[src/rtl/gate_truth_table_sequencer.sv]
// rtl/gate_truth_table_sequencer.sv - drives a 2-input gate through all four vectors and checks its truth table
module gate_truth_table_sequencer #(
    parameter int unsigned SETTLE_CYCLES = 1
) (
    input  logic       clk,
    input  logic       rst_n,
    input  logic       start,
    input  logic       abort,
    input  logic [3:0] expected,
    output logic       gate_a,
    output logic       gate_b,
    input  logic       gate_y,
    output logic       busy,
    output logic       done,
    output logic [3:0] truth_table,
    output logic       pass,
    output logic [3:0] fail_mask
);

    typedef enum logic [2:0] {
        IDLE    = 3'd0,
        DRIVE   = 3'd1,
        SETTLE  = 3'd2,
        CAPTURE = 3'd3,
        REPORT  = 3'd4
    } state_t;

    localparam logic [3:0] SETTLE_LOAD = 4'(SETTLE_CYCLES);

    state_t     state, state_n;
    logic [1:0] idx, idx_n;
    logic [3:0] settle_cnt, settle_cnt_n;
    logic [3:0] exp_q, exp_n;
    logic [3:0] table_n;
    logic       pass_n;
    logic [3:0] fail_mask_n;

    always_comb begin
        state_n      = state;
        idx_n        = idx;
        settle_cnt_n = settle_cnt;
        exp_n        = exp_q;
        table_n      = truth_table;
        pass_n       = pass;
        fail_mask_n  = fail_mask;

        if (state != IDLE && abort) begin
            // The partial table is kept so the aborted run can still be inspected.
            state_n      = IDLE;
            idx_n        = 2'd0;
            settle_cnt_n = 4'd0;
            pass_n       = 1'b0;
            fail_mask_n  = 4'd0;
        end else begin
            case (state)
                IDLE: begin
                    if (start) begin
                        exp_n       = expected;
                        table_n     = 4'd0;
                        pass_n      = 1'b0;
                        fail_mask_n = 4'd0;
                        idx_n       = 2'd0;
                        state_n     = DRIVE;
                    end
                end
                DRIVE: begin
                    settle_cnt_n = SETTLE_LOAD;
                    state_n      = (SETTLE_CYCLES == 0) ? CAPTURE : SETTLE;
                end
                SETTLE: begin
                    if (settle_cnt <= 4'd1) begin
                        settle_cnt_n = 4'd0;
                        state_n      = CAPTURE;
                    end else begin
                        settle_cnt_n = settle_cnt - 4'd1;
                    end
                end
                CAPTURE: begin
                    table_n[idx] = gate_y;
                    if (idx == 2'd3) begin
                        // Verdict is computed from the final table so it lines up with done.
                        pass_n      = (table_n == exp_q);
                        fail_mask_n = table_n ^ exp_q;
                        state_n     = REPORT;
                    end else begin
                        idx_n   = idx + 2'd1;
                        state_n = DRIVE;
                    end
                end
                REPORT: begin
                    idx_n   = 2'd0;
                    state_n = IDLE;
                end
                default: begin
                    idx_n   = 2'd0;
                    state_n = IDLE;
                end
            endcase
        end
    end

    always_ff @(posedge clk or negedge rst_n) begin
        if (!rst_n) begin
            state       <= IDLE;
            idx         <= 2'd0;
            settle_cnt  <= 4'd0;
            exp_q       <= 4'd0;
            truth_table <= 4'd0;
            pass        <= 1'b0;
            fail_mask   <= 4'd0;
            gate_a      <= 1'b0;
            gate_b      <= 1'b0;
            busy        <= 1'b0;
            done        <= 1'b0;
        end else begin
            state       <= state_n;
            idx         <= idx_n;
            settle_cnt  <= settle_cnt_n;
            exp_q       <= exp_n;
            truth_table <= table_n;
            pass        <= pass_n;
            fail_mask   <= fail_mask_n;
            // Gate pins follow the vector of the state being entered, so they are stable for all of DRIVE.
            gate_a      <= (state_n != IDLE) ? idx_n[1] : 1'b0;
            gate_b      <= (state_n != IDLE) ? idx_n[0] : 1'b0;
            busy        <= (state_n != IDLE);
            done        <= (state_n == REPORT);
        end
    end

endmodule
[config.mk]
export PLATFORM = sky130hd
export DESIGN_NAME = gate_truth_table_sequencer
export DESIGN_NICKNAME = d
export VERILOG_FILES = /design/src/rtl/gate_truth_table_sequencer.sv
export SDC_FILE = /design/constraint.sdc
export NUM_CORES = 1
export LEC_CHECK = 0
export CORE_MARGIN = 3
export CORE_UTILIZATION = 40
export CTS_BUF_LIST = sky130_fd_sc_hd__clkbuf_8
export DETAILED_ROUTE_END_ITERATION = 7
export GPL_TIMING_DRIVEN = 0
export PLACE_DENSITY_LB_ADDON = 0.1
export SETUP_SLACK_MARGIN = 0.5
export SYNTH_ARGS = -nofsm -noshare
export SYNTH_HDL_FRONTEND = slang
export SYNTH_SLANG_ARGS = --single-unit
[constraint.sdc]
create_clock -name clk -period 2.1 [get_ports clk]
set_input_delay 0.21 -clock clk [delete_from_list [all_inputs] [get_ports clk]]
set_output_delay 0.21 -clock clk [all_outputs]
set_load 0.1 [all_outputs]
==> flow_summary.ini <==
[clock_network]
numClockSinks = 26
cts_tree = done
insertion_delay_ns = 0.28
cts-root-buf = clkbuf_8
path_clk_slew_ns = 0.10
cts_buffers = 3
cts.path.max_buffers = 2
htreeDepth = 1

[grt]
grt_pass1_wl_um = 5319
grtUsageTotal_pct = 16.34
grt_pass1_vias = 1165
antenna_found_initial = 0
grt-ovfl-total = 0
grt_max_degree = 27

[timing]
setup_slack_ns = 0.2584
period_share_pct = 87.70
setup_tns_ns = 0
finalSetupViolations = 0
hold_viol_final = 0
grt_setup_unrepaired = true
max_freq_mhz = 543.0
relSlewSlack_pct = 60.55
slew_viol_final = 0
worst_clock_skew_ns = 0.004971
worst_pin_slew_ns = 0.5917
period_needed_ns = 1.842

[finish]
nets = 198
layout-drive-gt1-share_pct = 48.92
antenna_cells = 0
area_delta_synth_final_pct = 56.16

[synthesis]
synth_adder_area_share_pct = 1.838
synthTopCellsByArea = dfrtp_1, o31ai_1, o21ai_0, mux2_2, nand2_1
syn_inst = 136
synth-simple-area-share_pct = 17.74
synth_edf_count = 0
synth_compound_area_share_pct = 16.82
synth_top_area_share_pct = 47.79
synth_seq_cells = 26
synth_area_um2 = 1361
yosysTopAreaCell = dfrtp_1
synthMostInstantiatedCell = dfrtp_1
avgSynthCellArea_um2 = 10.01
synth_xor_area_share_pct = 3.217
syn_nets = 147
muxShareOfSynthArea_pct = 6.250
yosysUniqueCellTypes = 35
synthFlopType = dfrtp_1
synthArstFlopShare_pct = 100.0
yosysWarnings = 0
ys_seq_area_share_pct = 47.79
synth_top_family_by_area = simple AND/OR/NAND/NOR gates
synthTopCellsByCount = dfrtp_1, nand2_1, nor2_1, o21ai_0, nor3_1

[placed_design]
buffer_ports.inserted = 21
gp_congestion = 0.7647
place_hpwl_um = 2066
dpl_worst_slack_ns = 0.1939

[routing]
met3_length_um = 135
wl_met1_um = 1663
ant_nets = 0
post_drt_wl_per_cell_um = 15.99
route.detailed.drc = 0
dr_total_vias = 1253
wirelength_um = 3678
drtIter0Drc = 41
top_layer_used = met4
dr_wl_met2_um = 1828
drt_first_pass_iters = 4
via_per_inst = 5.448

[critical_path]
critPathTopFamily = simple AND/OR/NAND/NOR gates
arrival_ns = 2.05
cp_cell_sequence = or3b_4 > or4_4 > a221oi_4 > a31oi_4 > nor3_2
worst-path-buf-inv = 0
endpoint_kind = flip-flop
required_ns = 2.31
start_kind = flip-flop
cp_slowest_cell = or4_4
worstSetupPathType = flip-flop to flip-flop
cp_max_fo = 3
cpPeakStageDelay_ns = 0.44

[die]
core_region_area_um2 = 3153
rows = 20
dieArea_um2 = 4139
io_pins = 22
die_x_um = 64.34
die_y_um = 64.34
start_util_pct = 43.17

[power]
powerDensity_nw_per_um2 = 1326
p_leak_nw = 0.9236
vdd_ir_drop_max_mv = 0.5176

[job]
cap_viol_max_count = 0

[status]
outcome = finished, final reports clean

[hold_path]
hp-class = input port to asynchronous set/reset pin
-- timing repair --
item | CTS | global route
pin swaps | 6 | 10
setup buffers | 12 | 10
gates resized for setup | 53 | 45
setup endpoints to repair | 22 | 16
gates cloned | 0 | 2
hold buffers | 0 | 1
hold endpoints to repair | 0 | 26
-- worst register-to-register path, delay by kind of cell, from the launching register on --
kind | cells | cell delay (ns)
simple gates | 3 | 0.97
flops | 1 | 0.43
compound gates | 2 | 0.38
-- cell usage in the layout, fill, tap and decap left out, drive strengths merged, types with 2 or more instances in the layout --
| master | count |
|---|---|
| mux2 | 4 |
| or2 | 2 |
| o31ai | 7 |
| nor2 | 11 |
| clkdlybuf4s15 | 12 |
| clkbuf | 6 |
| o21ai | 9 |
| nand2 | 12 |
| nand2b | 3 |
| xor2 | 4 |
| nor3 | 9 |
| ha | 2 |
| a221oi | 2 |
| o22ai | 5 |
| buf | 30 |
| nand3 | 4 |
| inv | 6 |
| mux2i | 4 |
| a31oi | 2 |
| dfrtp | 26 |
| a21o | 2 |
| clkdlybuf4s50 | 7 |
| a21oi | 5 |
-- flip-flops by register name, indices dropped and copies added, names as in the netlist --
register     count
busy             1
done             1
state            3
exp_q            4
gate_a           1
truth_table      4
gate_b           1
idx              2
settle_cnt       4
fail_mask        4
pass             1
-- metal layers --
metal / vias to the layer above / global-route usage [%]
met5: - / 0
met2: 28 / 26.55
met4: 0 / 5.541
met1: 637 / 22.48
li1: 583 / -
met3: 5 / 1.933
-- layout make-up --
type	instances	area, µm²
Fill cell	241	1027
Multi-Input combinational cell	97	795.8
Sequential cell	26	658.1
Timing Repair Buffer	46	434.2
Buffer	7	88.84
Tap cell	44	55.05
Clock buffer	3	41.29
Clock inverter	1	30.03
Inverter	6	22.52
-- where the power goes --
group | total (W) | switching (W) | internal (W)
Sequential | 0.000693 | 0.0000798 | 0.000613
Clock | 0.000423 | 0.000168 | 0.000255
Combinational | 0.00170 | 0.000910 | 0.000793
Total | 0.00282 | 0.00116 | 0.00166
-- logic make-up after synthesis --
logic type / count (synthesis)
multiplexers: 8
AO/OA/AOI/OAI: 34
adder cells (fa/ha/maj): 2
XOR/XNOR: 5
AND/OR/NAND/NOR: 48
flip-flops: 26
buffers and inverters: 13
-- final timing paths --
check	start	endpoint	slack [ns]	depth (start not counted)
min	rst_n	gate_b	0.47	2
min reg2reg	fail_mask[3]	fail_mask[3]	0.49	2
max	state[2]	gate_a	0.26	5
min in group clk	fail_mask[3]	fail_mask[3]	0.49	2
max reg2reg	state[2]	gate_a	0.26	5
max in group asynchronous	rst_n	truth_table[0]	1.21	2
-- through the flow --
step / hold slack [ns] / total power, W / utilization [%] / cells / cell area (µm²)
floorplan: -0.08559 / 0.001494 / - / 136 / 1370
global placement: 0.4619 / 0.001697 / 51.87 / 201 / 1635
detailed placement: 0.4675 / 0.001718 / 51.87 / 201 / 1635
CTS: 0.4912 / 0.002364 / 59.52 / 217 / 1877
global route: 0.5227 / 0.002958 / 67.42 / 230 / 2126
finish: 0.4743 / 0.002820 / 67.42 / 230 / 2126
(Power assumes the default switching activity.)
